===== src/rtl/merged_pe2_pkg.sv =====
// merged_pe2_pkg: shared LLR widths, types and sign-magnitude helpers for the merged PE.
package merged_pe2_pkg;
    localparam int LLR_W = 9;
    localparam int MAG_W = LLR_W - 1;
    localparam logic [MAG_W-1:0] MAG_MAX = {MAG_W{1'b1}};
    typedef logic [LLR_W-1:0] llr_t;
    function automatic llr_t sm_neg(input llr_t v);
        return (v[MAG_W-1:0] == '0) ? '0 : {~v[MAG_W], v[MAG_W-1:0]};
    endfunction
endpackage


===== src/rtl/llr_sm_addsub.sv =====
// llr_sm_addsub: combinational sign-magnitude y = b + a (sub=0) or b - a (sub=1).
// MERGED_PE2_SAT_EN selects magnitude saturation; otherwise the carry is dropped.
module llr_sm_addsub
    import merged_pe2_pkg::*;
(
    input  logic [LLR_W-1:0] a,
    input  logic [LLR_W-1:0] b,
    input  logic             sub,
    output logic [LLR_W-1:0] y
);
    llr_t ae;
    logic signed [MAG_W+1:0] va, vb, s;
    logic [MAG_W+1:0] abs_v;
    logic [MAG_W-1:0] mo;
    always_comb begin
        ae = sub ? sm_neg(a) : a;
        va = ae[MAG_W] ? -{2'b00, ae[MAG_W-1:0]} : {2'b00, ae[MAG_W-1:0]};
        vb = b[MAG_W] ? -{2'b00, b[MAG_W-1:0]} : {2'b00, b[MAG_W-1:0]};
        s = va + vb;
        abs_v = s[MAG_W+1] ? -s : s;
`ifdef MERGED_PE2_SAT_EN
        mo = abs_v[MAG_W] ? MAG_MAX : abs_v[MAG_W-1:0];
`else
        mo = abs_v[MAG_W-1:0];
`endif
        // a zero magnitude never carries a sign, which also covers the wrapped case
        y = {s[MAG_W+1] & |mo, mo};
    end
endmodule


===== src/rtl/merged_pe2.sv =====
// merged_pe2: one-cycle f plus both g candidates (u=0/u=1) for an SC polar decoder.
// MERGED_PE2_SAT_EN (in llr_sm_addsub) saturates g overflow instead of wrapping.
module merged_pe2
    import merged_pe2_pkg::*;
(
    input  logic             clk,
    input  logic             rst,
    input  logic             in_valid,
    input  logic [LLR_W-1:0] merge_in1,
    input  logic [LLR_W-1:0] merge_in2,
    output logic             out_valid,
    output logic [LLR_W-1:0] merge_out1,
    output logic [LLR_W-1:0] merge_out2,
    output logic [LLR_W-1:0] merge_out3
);
    logic [MAG_W-1:0] mn;
    llr_t f, g0, g1;
    always_comb begin
        mn = (merge_in1[MAG_W-1:0] < merge_in2[MAG_W-1:0]) ? merge_in1[MAG_W-1:0] : merge_in2[MAG_W-1:0];
        f = {(merge_in1[MAG_W] ^ merge_in2[MAG_W]) & |mn, mn};
    end
    llr_sm_addsub u_g0 (.a(merge_in1), .b(merge_in2), .sub(1'b0), .y(g0));
    llr_sm_addsub u_g1 (.a(merge_in1), .b(merge_in2), .sub(1'b1), .y(g1));
    always_ff @(posedge clk) begin
        if (rst) begin
            out_valid  <= 1'b0;
            merge_out1 <= '0;
            merge_out2 <= '0;
            merge_out3 <= '0;
        end else begin
            out_valid <= in_valid;
            if (in_valid) begin
                merge_out1 <= f;
                merge_out2 <= g0;
                merge_out3 <= g1;
            end
        end
    end
endmodule


===== config.mk =====
export PLATFORM = sky130hd
export DESIGN_NAME = merged_pe2
export DESIGN_NICKNAME = d
export VERILOG_FILES = /design/src/rtl/merged_pe2_pkg.sv /design/src/rtl/llr_sm_addsub.sv /design/src/rtl/merged_pe2.sv
export SDC_FILE = /design/constraint.sdc
export NUM_CORES = 1
export LEC_CHECK = 0
export ABC_AREA = 1
export CORE_MARGIN = 10
export CORE_UTILIZATION = 30
export DETAILED_ROUTE_END_ITERATION = 6
export GPL_TIMING_DRIVEN = 1
export PLACE_DENSITY = 0.52
export SYNTH_ARGS = -nofsm -noshare
export SYNTH_HDL_FRONTEND = slang
export SYNTH_SLANG_ARGS = --single-unit

===== constraint.sdc =====
create_clock -name clk -period 2.69 [get_ports clk]
set_input_delay 0.4035 -clock clk [delete_from_list [all_inputs] [get_ports clk]]
set_output_delay 0.4035 -clock clk [all_outputs]
set_load 0.005 [all_outputs]

==> results.cfg, run 1 <==
[outcome]
status = finished, violations left
violations = setup timing

[synthesis]
synth_nets = 617
syn_inst = 564
synth_top_family_by_area = simple AND/OR/NAND/NOR gates
synth_edf_count = 0
synth_compound_area_frac = 0.111
yosys.area_share.simple = 0.416
async_flop_share = 0
avgSynthCellArea_um2 = 5.97
synth-xor-area-share = 0.0650
synth-seq-cells = 27
yosysTopAreaCell = nand2_1
syn_area_mm2 = 0.00337
ys_types = 32
synth_mux_area_frac = 0
ys.flop_type = dfxtp_1
yosysSeqAreaShare = 0.160
ys_top_cells_by_area = nand2_1 18%, dfxtp_1 16%, ha_1 11%
synth.top_cell.area_share = 0.180
yosys_warnings = 0
synth_fa_ha_area_frac = 0.123

[critical_path]
end_kind = register
crit_required_ns = 2.84
crit_fanout = 6
criticalPathCategory = in -> reg
worstPathArrival_ns = 2.87
r2r_cells = 3
start_kind = input port

[die]
die_w_um = 126
num_rows = 38
pin_count = 49
coreArea_mm2 = 0.0109
die-area_mm2 = 0.0159
initial_utilization = 0.308
die_h_um = 126

[clock_tree]
cts_sinks = 27
cts_buffers = 3
clkTransAtPathRegs_ns = 0.07
hold_buffers = 0
h-tree-depth = 1
cts_tree = built
clock_path_buffers = 2
cts_root_buf = clkbuf_16
clk_latency_ns = 0.26

[global_routing]
grt_pass1_wl_mm = 18.0
grtUsageTotal = 0.130
antenna_found_initial = 0
use_met1 = 0.168
grt_busiest_layer = met2
grt_max_degree = 28
use_met3 = 0.0210
grt_pass1_vias = 3881
gr-usage-met2 = 0.218
grt.overflow.total = 0

[power_and_ir_drop]
combPwrFrac = 0.706
vdd_drop_max_uv = 419
p_leak_nw = 2.93
pwr-share-clk = 0.123
swShare = 0.426
p_seq_frac = 0.171
pwr_density_cell_mw_per_mm2 = 487
internal_power_w = 0.00159
total_power_w = 0.00277
netSwitchingPower_w = 0.00118

[sta]
rsz0062_at_grt = yes
maxSlewHeadroom = 0.612
slew_violations = 0
finClkSkew_ns = 0
fin_crit_sh = 1.01
hold_violations = 0
worst_pin_slew_ns = 0.576
fmax_mhz = 367
setup_ws_ns = -0.0357
setup_viol = 3
layout_min_cycle_time_ns = 2.73

[placement]
place_ws_ns = -0.901
dpl.hpwl_mm = 8.59
portBuffers = 48
place.gp.congestion = 0.880

[finish]
final_util = 0.520
n_antenna_cell = 0
area_delta_synth_final_pct = 68.9
final_cell_mix = 119 x buf_4, 111 x nand2_1, 74 x inv_1
final_common_cell = buf_4
drive_above_1_share = 0.428
finalNetCount = 786

[job]
maxCapViolCount = 0

[detailed_routing]
drt-total-wl_mm = 11.0
drc_errors = 0
wl_per_cell_um = 12.7
final_antenna_net_count = 0
drt_iter0_markers = 309
drt_pre_antenna_iters = 4
vias = 4018
routed_via_density = 4.61

[hold_path]
min_path_type = reg -> reg
holdPathStages = 2
==> metrics by stage <==
step / std cells / hold WS [ns] / cell area [µm²] / TNS (ns)
after floorplan: 564 / 0.462 / 3430 / -0.0301
after global placement: 848 / 0.469 / 4850 / -13.96
after detailed placement: 848 / 0.470 / 4850 / -14.85
after CTS: 867 / 0.479 / 5380 / -0.0147
after global routing: 872 / 0.507 / 5690 / -2.06
final: 872 / 0.482 / 5690 / -0.0638
==> what timing repair did <==
item,4_1_cts,5_1_grt
setup endpoints to repair,24,17
cloned,4,0
pin swaps,52,62
buffers inserted,12,5
gates resized for setup,134,84
==> kinds of logic after synthesis <==
group	count (synthesis)
compound gates	60
flops	27
fa+ha+maj	32
buf+inv	111
xor+xnor	25
simple gates	309
==> sequential cells by signal (all words and copies together), names as in the netlist <==
signal	flops
merge_out1	9
out_valid	1
merge_out2	9
merge_out3	8
==> per-layer routing <==
metal  vias to the layer above  wire length [µm]
met4                         0               200
met3                        12               674
met1                      1813              4960
met5                         -                 0
li1                       2101                 -
met2                        92              5200
==> final timing paths <==
| kind | slack (ns) | end | start |
|---|---|---|---|
| max | -0.04 | merge_out3[8]$_SDFFE_PP0P_ | merge_in1[0] |
| min | 0.48 | merge_out2[8]$_SDFFE_PP0P_ | merge_out2[8]$_SDFFE_PP0P_ |
| max reg2reg | 1.90 | merge_out3[1]$_SDFFE_PP0P_ | merge_out3[1]$_SDFFE_PP0P_ |
| min reg2reg | 0.48 | merge_out2[8]$_SDFFE_PP0P_ | merge_out2[8]$_SDFFE_PP0P_ |
==> cell type report <==
cell class                 instances  area (µm²)
clock inverter                     1        7.51
timing repair buffer             174        1400
fill                            1071        5250
sequential                        27         541
tap                              140         175
multi-input combinational        428        3100
inverter                          99         387
clock buffer                       3        75.1
==> critical path: stages <==
cell     delay, ns
buf_8         0.09
inv_8         0.03
ha_4          0.16
nand2_4       0.07
nor2_4        0.04
nor2_4        0.19
buf_6         0.12
nand2_1       0.05
xor2_1        0.18
inv_1         0.10
ha_4          0.30
nand2_2       0.07
nor2_4        0.13
nand3_2       0.10
nand3_4       0.14
inv_4         0.07
nand2_8       0.08
nand2_8       0.07
nand2_2       0.06
nand2_2       0.06
inv_2         0.05
nand2_2       0.04
nor2_1        0.09
nand2_1       0.05
nand2_1       0.06
a21oi_2       0.05
==> power by group through the flow <==
stage,sequential (W),combinational (W),clock (W)
2_1_floorplan,0.000484,0.000875,0
3_3_place_gp,0.000480,0.00159,0
3_5_place_dp,0.000482,0.00161,0
4_1_cts,0.000474,0.00176,0.000346
5_1_grt,0.000479,0.00217,0.000363
6_report,0.000473,0.00196,0.000342
==> synthesized netlist by cell type (4+ instances only) <==
| cell type | instances |
|---|---|
| a211o_1 | 10 |
| a21oi_1 | 13 |
| a21oi_2 | 4 |
| clkbuf_1 | 9 |
| dfxtp_1 | 27 |
| ha_1 | 30 |
| inv_1 | 93 |
| inv_2 | 6 |
| nand2_1 | 162 |
| nand2_2 | 9 |
| nand2_4 | 5 |
| nand3_1 | 40 |
| nand3_2 | 6 |
| nand4_1 | 10 |
| nor2_1 | 65 |
| nor2_4 | 4 |
| o21ai_0 | 27 |
| xor2_1 | 23 |
(Power assumes the default switching activity.)
==> inputs of run 2 (changes only) <==
- MAX_ROUTING_LAYER: default -> met4
- PLACE_DENSITY: 0.52 -> default
- PLACE_DENSITY_LB_ADDON: default -> 0.15
==> results.cfg, run 2 (synthesized netlist as in run 1, its figures left out) <==
[outcome]
status = finished, violations left
violations = setup timing

[detailed_routing]
wl_per_cell_um = 12.7
drt-total-wl_mm = 11.3
drc_errors = 0
drt_pre_antenna_iters = 4
drt_iter0_markers = 184
routed_via_density = 4.52
final_antenna_net_count = 0
wl_met2_mm = 5.36
m1WireLength_mm = 5.30
vias = 4004
wl_met3_um = 451
highest_layer = met4

[critical_path]
start_kind = input port
crit_fanout = 6
crit_required_ns = 2.83
worstPathArrival_ns = 2.93
slowest_delay_ns = 0.28
end_kind = register
crit_chain = buf_2, buf_6, inv_4, nand3_4, buf_4, nor2_4, nor2_4, xor2_1, inv_1, ha_4, nand2_2, nor2_2, nand3_1, nand3_4, inv_4, nand2_4, nand2_4, nand2_2, nand3_2, nor3_2, nand2_1, nand2_1, a21oi_2
cp_slowest_cell = ha_4
criticalPathCategory = in -> reg

[finish]
nFillCells = 1029
n_antenna_cell = 0
design_area_mm2 = 0.00586
finalNetCount = 800
finalNonFillerCells = 886
final_util = 0.536
final_cell_mix = 132 x buf_4, 123 x nand2_1, 73 x inv_1
drive_above_1_share = 0.430
final_common_cell = buf_4
reg.largest.list = merge_out1: 9 flops, merge_out2: 9 flops, merge_out3: 8 flops
area_delta_synth_final_pct = 73.9

[clock_tree]
h-tree-depth = 1
cts_root_buf = clkbuf_16
clock_path_buffers = 2
clk_latency_ns = 0.26
cts_tree = built
cts_sinks = 27
clkTransAtPathRegs_ns = 0.06
cts_buffers = 3

[power_and_ir_drop]
p_leak_nw = 3.02
p_seq_frac = 0.171
pwr-share-clk = 0.120
pwr_density_cell_mw_per_mm2 = 471
netSwitchingPower_w = 0.00116
vdd_drop_max_uv = 408
swShare = 0.419
combPwrFrac = 0.709
internal_power_w = 0.00161

[global_routing]
grt_pass1_wl_mm = 18.4
grt_max_degree = 28
grtUsageTotal = 0.137
grt.overflow.total = 0
antenna_found_initial = 0
grt_pass1_vias = 3899

[sta]
maxSlewHeadroom = 0.732
whs_ns = 0.468
setup_viol = 8
finClkSkew_ns = 0
fin_crit_sh = 1.04
worst_pin_slew_ns = 0.402
slew_violations = 0
setup_ws_ns = -0.100
hold_violations = 0
layout_min_cycle_time_ns = 2.79
rsz0062_at_grt = yes
fmax_mhz = 358

[die]
die_w_um = 126
die_h_um = 126
initial_utilization = 0.308
pin_count = 49
die-area_mm2 = 0.0159
num_rows = 38
coreArea_mm2 = 0.0109

[placement]
dpl.hpwl_mm = 8.92
place.gp.congestion = 0.924
dp.cells = 857
portBuffers = 48
place_area_mm2 = 0.00493

[hold_path]
min_path_type = reg -> reg

[job]
maxCapViolCount = 0
## run 2: cell types whose count changed in the layout (fill, tap and decap cells not counted), sizes merged
cell / change
clkdlybuf4s50: -1
buf: +15
dlymetal6s2s: +1
clkinvlp: -1
clkbuf: +2
dlygate4sd2: -2
## run 2: layer usage
layer	vias up	track usage
met4	0	0.0261
met3	12	0.0159
met5	-	-
met2	81	0.229
li1	2131	-
met1	1780	0.174
## run 2: power by group through the flow
stage	Sequential, W	Clock (W)	Combinational [W]
5_1_grt	0.000479	0.000351	0.00217
2_1_floorplan	0.000484	0	0.000875
6_report	0.000473	0.000331	0.00196
3_3_place_gp	0.000481	0	0.00161
4_1_cts	0.000474	0.000338	0.00183
3_5_place_dp	0.000483	0	0.00163
## run 2: path summary, 6_finish.rpt
| check | startpoint | end | slack (ns) | depth (start not counted) |
|---|---|---|---|---|
| hold reg to reg | merge_out1[8]$_SDFFE_PP0P_ | merge_out1[8]$_SDFFE_PP0P_ | 0.47 | 2 |
| hold / removal | merge_out1[8]$_SDFFE_PP0P_ | merge_out1[8]$_SDFFE_PP0P_ | 0.47 | 2 |
| setup reg to reg | merge_out3[1]$_SDFFE_PP0P_ | merge_out3[1]$_SDFFE_PP0P_ | 1.92 | 3 |
| setup / recovery | merge_in1[2] | merge_out3[8]$_SDFFE_PP0P_ | -0.10 | 23 |
## run 2: cell type report
cell class / instances / area, µm² / area share
Sequential cell: 27 / 541 / 0.0922
Multi-Input combinational cell: 428 / 3130 / 0.534
Tap cell: 140 / 175 / 0.0299
Timing Repair Buffer: 188 / 1550 / 0.265
Inverter: 99 / 387 / 0.0660
Clock buffer: 4 / 78.8 / 0.0135
## run 2: stage by stage
stage / setup WS [ns] / power [W] / setup TNS (ns)
after global placement: -0.830 / 0.00209 / -12.48
after detailed placement: -0.886 / 0.00211 / -13.52
after CTS: -0.0350 / 0.00264 / -0.0359
final: -0.100 / 0.00276 / -0.352
after global routing: -0.384 / 0.00300 / -3.40
after floorplan: -0.0301 / 0.00136 / -0.0301
## run 2: repair_timing
action	in CTS	in global routing
cloned	1	1
hold buffers	0	0
gates resized for setup	155	66
pin swaps	72	33
setup endpoints to repair	17	22
setup buffers	22	2
## run 2: critical path: cells and delay by family
family / cells / cell delay [ns]
compound gates: 1 / 0.05
xor+xnor: 1 / 0.15
fa+ha+maj: 1 / 0.28
buf+inv: 6 / 0.66
simple gates: 14 / 1.38
==> inputs of run 3 (changes only) <==
- CORE_UTILIZATION: 30 -> 50
==> results.cfg, run 3 (synthesized netlist as in run 1, its figures left out) <==
[outcome]
status = finished, violations left
violations = setup timing

[detailed_routing]
final_antenna_net_count = 0
vias = 4808
drt_iter0_markers = 493
drt_pre_antenna_iters = 5
drc_errors = 0
drt-total-wl_mm = 15.1
wl_per_cell_um = 18.5
routed_via_density = 5.87

[critical_path]
slowest_delay_ns = 0.32
cp_num_buf_inv = 5
r2r_start = merge_out1[3]$_SDFFE_PP0P_
worstPathArrival_ns = 3.26
crit_path_frequent_cell = nand2_1
crit_required_ns = 2.86
r2r_end = merge_out1[3]$_SDFFE_PP0P_
r2r_cells = 3
cp_slowest_cell = ha_4
ff2ff_setup_slack_ns = 1.90
criticalPathCategory = in -> reg
end_kind = register
critPathTopFamily = simple AND/OR/NAND/NOR gates
crit_fanout = 5
start_kind = input port

[sta]
slew_violations = 0
layout_min_cycle_time_ns = 3.09
maxSlewHeadroom = 0.734
hold_violations = 0
setup_ws_ns = -0.401
whs_ns = 0.485
tns_ns = -2.63
fin_crit_sh = 1.15
finClkSkew_ns = 0
setup_viol = 17
worst_pin_slew_ns = 0.395
fmax_mhz = 323
rsz0062_at_grt = yes

[global_routing]
antenna_found_initial = 0
grt_max_degree = 41
grt_pass1_vias = 4491
grtUsageTotal = 0.249
grt.overflow.total = 0
grt_pass1_wl_mm = 20.7

[clock_tree]
cts_buffers = 3
cts_tree = built
clk_latency_ns = 0.28
hold_buffers = 0
clkTransAtPathRegs_ns = 0.10
clock_path_buffers = 2
cts_sinks = 27
cts_root_buf = clkbuf_8
h-tree-depth = 1

[die]
coreArea_mm2 = 0.00646
die-area_mm2 = 0.0104
initial_utilization = 0.522
die_w_um = 102
pin_count = 49
die_h_um = 102
num_rows = 29

[finish]
final_common_cell = buf_4
final_util = 0.864
area_delta_synth_final_pct = 65.6
reg.largest.list = merge_out1: 9 flops, merge_out2: 9 flops, merge_out3: 8 flops
finalNetCount = 796
drive_above_1_share = 0.404
final_cell_mix = 131 x buf_4, 125 x nand2_1, 76 x inv_1
n_antenna_cell = 0

[hold_path]
min_path_type = reg -> reg
worstHoldStart = merge_out2[8]$_SDFFE_PP0P_
hold-path-endpoint = merge_out2[8]$_SDFFE_PP0P_
holdPathStages = 2

[placement]
portBuffers = 48
place_ws_ns = -0.880
place.gp.congestion = 0.951
dpl.hpwl_mm = 8.46

[job]
maxCapViolCount = 0

[power_and_ir_drop]
total_power_w = 0.00280
p_leak_nw = 2.96
vdd_drop_max_uv = 348
pwr_density_cell_mw_per_mm2 = 501
## run 3: cell types whose count changed in the layout (fill, tap and decap cells not counted), sizes merged
cell           previous run  this run
nand3                    48        47
clkbuf                    6         3
clkinv                    0         1
dlymetal6s2s              2         0
clkdlybuf4s50            31        33
buf                     150       146
dlygate4sd2               2         5
## run 3: layout make-up
cell class	instances	area (µm²)
inverters	99	374
clock inverters	1	5.00
clock buffers	3	41.3
repair buffers	185	1510
well taps	77	96.3
flip-flops and latches	27	541
multi-input cells	427	3010
fillers	324	880
## run 3: worst min-delay path, stage by stage (launching register included)
cell and delay [ns]:
dfxtp_1 0.32, nand2_1 0.08, a21oi_2 0.05
## run 3: power breakdown
group / total, W / internal, W / switching, W
Clock: 0.000241 / 0.000104 / 0.000137
Combinational: 0.00208 / 0.000944 / 0.00114
Sequential: 0.000473 / 0.000447 / 0.0000256
Total: 0.00280 / 0.00150 / 0.00130
## run 3: routing by layer
layer  GRT usage  vias to the layer above  wire length (µm)
li1            -                     2113                 -
met1       0.274                     2150              5300
met2       0.417                      385              6940
met3      0.0398                      160              1550
met4       0.144                        0              1340
met5           -                        -                 0
## run 3: worst max path at each step
stage,startpoint,to,slack [ns],cells past startpoint
floorplan,merge_in1[1],merge_out3[8]$_SDFFE_PP0P_,-0.03,23
global placement,merge_in1[1],merge_out3[8]$_SDFFE_PP0P_,-0.80,27
detailed placement,merge_in1[1],merge_out3[8]$_SDFFE_PP0P_,-0.88,26
CTS,merge_in1[8],merge_out3[8]$_SDFFE_PP0P_,0.002,23
global route,merge_in1[7],merge_out3[8]$_SDFFE_PP0P_,-0.50,27
finish,merge_in1[7],merge_out3[8]$_SDFFE_PP0P_,-0.40,27
## run 3: what timing repair did
item                                    in CTS  in global routing
endpoints found under the setup margin      17                 17
gates resized for setup                    141                 47
pin swaps                                   64                 29
setup buffers                               27                  7
gates cloned                                 1                  0
## run 3: metrics by stage
stage | instance area [µm²] | std cells
after floorplan | 3430 | 564
after global placement | 4740 | 780
after detailed placement | 4740 | 780
after CTS | 5370 | 812
after global routing | 5580 | 819
final | 5580 | 819
==> RTL change 1 (flow settings as in run 2) <==
Change the package constant `LLR_W` from 9 to 18.
--- a/src/rtl/merged_pe2_pkg.sv
+++ b/src/rtl/merged_pe2_pkg.sv
@@ -1,5 +1,5 @@
 // merged_pe2_pkg: shared LLR widths, types and sign-magnitude helpers for the merged PE.
 package merged_pe2_pkg;
-    localparam int LLR_W = 9;
+    localparam int LLR_W = 18;
     localparam int MAG_W = LLR_W - 1;
     localparam logic [MAG_W-1:0] MAG_MAX = {MAG_W{1'b1}};
Interface: changed (5 resized); port bits go from 49 to 94. No check against the original RTL was run, so the function may have changed too.
==> RTL change 1 against run 2 <==
The run still ends with negative setup slack left; cell area increased by 150%; clock skew unchanged; sequential share of layout area is 1.6 points lower; sequential cell count is 28 higher; area after synthesis increased by 130%; worst setup slack got worse by 1200 ps; die area rose by 100%; sequential power rose by 100%; power rose to 2.7 times the old value; final cell count rose by 150%; non-clock buffer count grew 326; wire length grew to 2.9 times the old value; highest routed layer unchanged.
==> RTL change 1: results <==
{
  "fillers": 2351,
  "clkPwrFrac_pct": 11.0,
  "grt.met2_usage_pct": 30.2,
  "synth.area.top_cells": "nand2_1, dfxtp_1, inv_1, ha_1, nor2_1",
  "worst_slew_pin_slew_ps": 846,
  "ys_types": 42,
  "violations": "negative setup slack",
  "reg2reg_to": "merge_out2[5]",
  "nNetsFinal": 1967,
  "dp_hpwl_mm": 25.8,
  "worstHoldStart": "merge_out2[17]",
  "fin_ws_ps": -1290,
  "route.met2.wl_mm": 14.7,
  "grt_pass1_vias": 9681,
  "via_count": 10300,
  "routedWlPerCell_um": 14.8,
  "port_buffers": 93,
  "async_flop_share_pct": 0,
  "track_usage_pct": 19.3,
  "synth_common_cells": "nand2_1, inv_1, nor2_1, nand3_1, o21ai_0",
  "reg_top3": "merge_out1 (18), merge_out2 (18), merge_out3 (18)",
  "place_area_um2": 11800,
  "setup_viol": 34,
  "fin_hold_ws_ps": 476,
  "r2r_setup_slack_ps": 1950,
  "p_leak_uw": 0.00742,
  "syn_nets": 1480,
  "intPower_uw": 4220,
  "r2r_start": "merge_out2[5]",
  "use_met3_pct": 1.75,
  "dpl.cell_count": 2112,
  "hold_end": "merge_out2[17]",
  "dr_wl_met3_mm": 1.43,
  "grtUsageMet1_pct": 25.8,
  "regArea_um2": 1100,
  "clk_latency_ps": 290,
  "worstSetupStartpoint": "merge_in1[3]",
  "status": "complete, but fails checks",
  "worstRegToRegCells": 4,
  "p_sw_uw": 3190,
  "drive_gt1_share_pct": 46.9,
  "viasPerCell": 4.67,
  "crit_end": "merge_out3[17]",
  "dp_slack_ps": -2020,
  "yosysSeqAreaShare_pct": 14.3,
  "fin_setup_tns_ps": -31570,
  "worstPathArrival_ps": 4160,
  "grt_pass1_wl_mm": 50.6,
  "seqPwrFrac_pct": 13.1,
  "antenna_found_initial": 0,
  "finalWeightedCongestion": 1.01,
  "grt_max_degree": 81,
  "cts_buffers": 5,
  "first_pass_iters": 5,
  "wirelength_met1_mm": 15.7,
  "syn_avg_cell_area_um2": 5.55,
  "cts_resized": 346
}
RTL change 1: cell count changes after synthesis, moves of 27 or more:
| cell | change |
|---|---|
| inv_1 | +112 |
| o211ai_1 | +27 |
| ha_1 | +27 |
| a21oi_1 | +27 |
| o21ai_0 | +53 |
| nand3_1 | +68 |
| nor2_1 | +93 |
| dfxtp_1 | +28 |
| nand2_1 | +278 |
RTL change 1: cell type report:
class / instances / share of cell area [%]
Multi-Input combinational cell: 1067 / 51.1
Clock buffer: 6 / 0.895
Inverter: 226 / 5.98
Tap cell: 330 / 2.87
Sequential cell: 55 / 7.64
Timing Repair Buffer: 514 / 31.1
Clock inverter: 2 / 0.417
RTL change 1: cells by family (layout without fill, tap and decap cells):
logic type      Yosys count  in the layout  synth area share, %
simple gates            799            800                 45.1
xor+xnor                 42             42                 4.89
flops                    55             55                 14.3
compound gates          166            166                 12.3
buf+inv                 261            748                 13.6
fa+ha+maj                59             59                 9.82
==> RTL change 2 (flow settings as in run 2) <==
Without the edit above. Reset style: asynchronous (`rst`), changed in one clocked block.
--- a/src/rtl/merged_pe2.sv
+++ b/src/rtl/merged_pe2.sv
@@ -22,5 +22,5 @@
     llr_sm_addsub u_g0 (.a(merge_in1), .b(merge_in2), .sub(1'b0), .y(g0));
     llr_sm_addsub u_g1 (.a(merge_in1), .b(merge_in2), .sub(1'b1), .y(g1));
-    always_ff @(posedge clk) begin
+    always_ff @(posedge clk or posedge rst) begin
         if (rst) begin
             out_valid  <= 1'b0;
Function: differs if rst is asserted again (counterexample within 4 cycles, from zero or initial values and one cycle with rst high); with rst held inactive, the same outputs for 10 cycles.
==> RTL change 2 against run 2 <==
The flow still finishes with violations (negative setup slack); sequential cell count is 1 higher; area after synthesis is 8.1% lower; combinational power is 9% higher; first-iteration DRC count is 18% higher; wire length is 3.3% lower; worst setup slack worse by 160 ps; power is 7.6% higher; cell area is 3.2% lower; clock skew stayed put; largest cell class unchanged.
==> RTL change 2: results <==
{
  "status": "complete, but fails checks",
  "violations": "negative setup slack",
  "synth-compound-area-share_pct": 12.5,
  "synth_common_cells": "nand2_1, inv_1, nand3_1, nor2_1, o21ai_0",
  "synth.area.top_cells": "dfrtp_1, nand2_1, ha_1, xor2_1, inv_1",
  "grtUsageMet1_pct": 18.7,
  "cts_buffers": 3,
  "yosysSeqAreaShare_pct": 22.6,
  "worstSetupStartpoint": "merge_in1[5]",
  "place_area_um2": 4690,
  "worst_slew_pin_slew_ps": 436,
  "cp_max_fo": 5,
  "p_leak_uw": 0.00282,
  "wirelength_met1_mm": 4.96,
  "synthFlopType": "dfrtp_1",
  "route.met2.wl_mm": 5.27,
  "htreeDepth": 1,
  "drt_iter0_drc": 218,
  "drive_gt1_share_pct": 46.1,
  "finalWeightedCongestion": 1.06,
  "grt_max_degree": 39,
  "diodes": 0,
  "synthXorXnorAreaFrac_pct": 8.76,
  "dr_wl_met3_um": 362,
  "via_count": 3689,
  "crit_slowest_cell": "ha_4",
  "clk_latency_ps": 270,
  "routed_wl_mm": 10.9,
  "hold_class": "in2async",
  "ir_drop_mv": 0.195,
  "async_flop_share_pct": 100,
  "grt.met2_usage_pct": 23.8,
  "nNetsFinal": 726,
  "ys_types": 31,
  "worstPathArrival_ps": 3130,
  "fin_setup_tns_ps": -1550,
  "syn_nets": 526,
  "grt_pass1_wl_mm": 17.4,
  "cts.clk_slew.worst_paths_ps": 90,
  "use_met3_pct": 0.740,
  "track_usage_pct": 14.5,
  "synthAdderAreaFrac_pct": 13.8,
  "max-cap-violations": 0,
  "first_pass_iters": 4,
  "root_buffer": "clkbuf_8",
  "fin_ws_ps": -261,
  "dp_hpwl_mm": 8.37,
  "setup_viol": 9,
  "synthMuxAreaShare_pct": 0,
  "crit_path_max_incr_delay_ps": 270,
  "topRoutingLayerUsed": "met4",
  "reg_top3": "merge_out1 (9), merge_out2 (9), merge_out3 (9)",
  "cts_buffer_depth": 2,
  "r2r_start": "merge_out1[8]"
}
-- RTL change 2: cell types whose count changed after synthesis, moves of 6 or more --
cell / change
a31oi_1: +10
dfrtp_1: +28
inv_1: -36
dfxtp_1: -27
a211o_1: -10
nor2_1: -27
nand2_1: -20
o21ai_0: +8
nand3_2: -6
-- RTL change 2: through the flow --
| stage | util (%) | worst slack, ps | instances |
|---|---|---|---|
| detailed placement | 46.1 | -1090 | 768 |
| global placement | 46.1 | -1060 | 768 |
| finish | 55.7 | -261 | 807 |
| CTS | 51.9 | -215 | 795 |
| global route | 55.7 | -509 | 807 |
| floorplan | - | -198 | 472 |
-- RTL change 2: what timing repair did --
item	in CTS	in global routing
endpoints found under the hold margin	0	0
setup endpoints to repair	21	17
hold buffers	0	0
pin swaps	52	67
resized for setup	111	104
setup buffers	22	13
cloned	1	0
-- RTL change 2: critical path, delay by kind of cell --
family | cells | cell delay, ps
and+or+nand+nor | 23 | 2010
adders and majority gates | 1 | 270
buffers and inverters | 4 | 300
xor gates and xnor gates | 1 | 150
-- RTL change 2: area by class of cell --
cell class	instances	area (um2)
clock buffers	4	55.1
multi-input cells	378	2870
repair buffers	202	1640
well taps	136	170
fillers	967	4510
flip-flops and latches	28	701
inverters	59	231
-- RTL change 2: power breakdown --
group | internal [uW] | switching, uW | total (uW)
Sequential | 524 | 59.9 | 584
Clock | 131 | 128 | 259
Combinational | 1140 | 987 | 2130
Total | 1800 | 1180 | 2970
-- RTL change 2: worst paths after layout --
check                           endpoint  slack (ps)  cells past startpoint
setup reg to reg           merge_out1[8]        1970                      1
hold reg to reg            merge_out2[8]         490                      2
max in group asynchronous  merge_out1[5]        1960                      3
min in group clk           merge_out2[8]         490                      2
hold / removal                 out_valid         480                      3
setup / recovery           merge_out3[8]        -260                     29
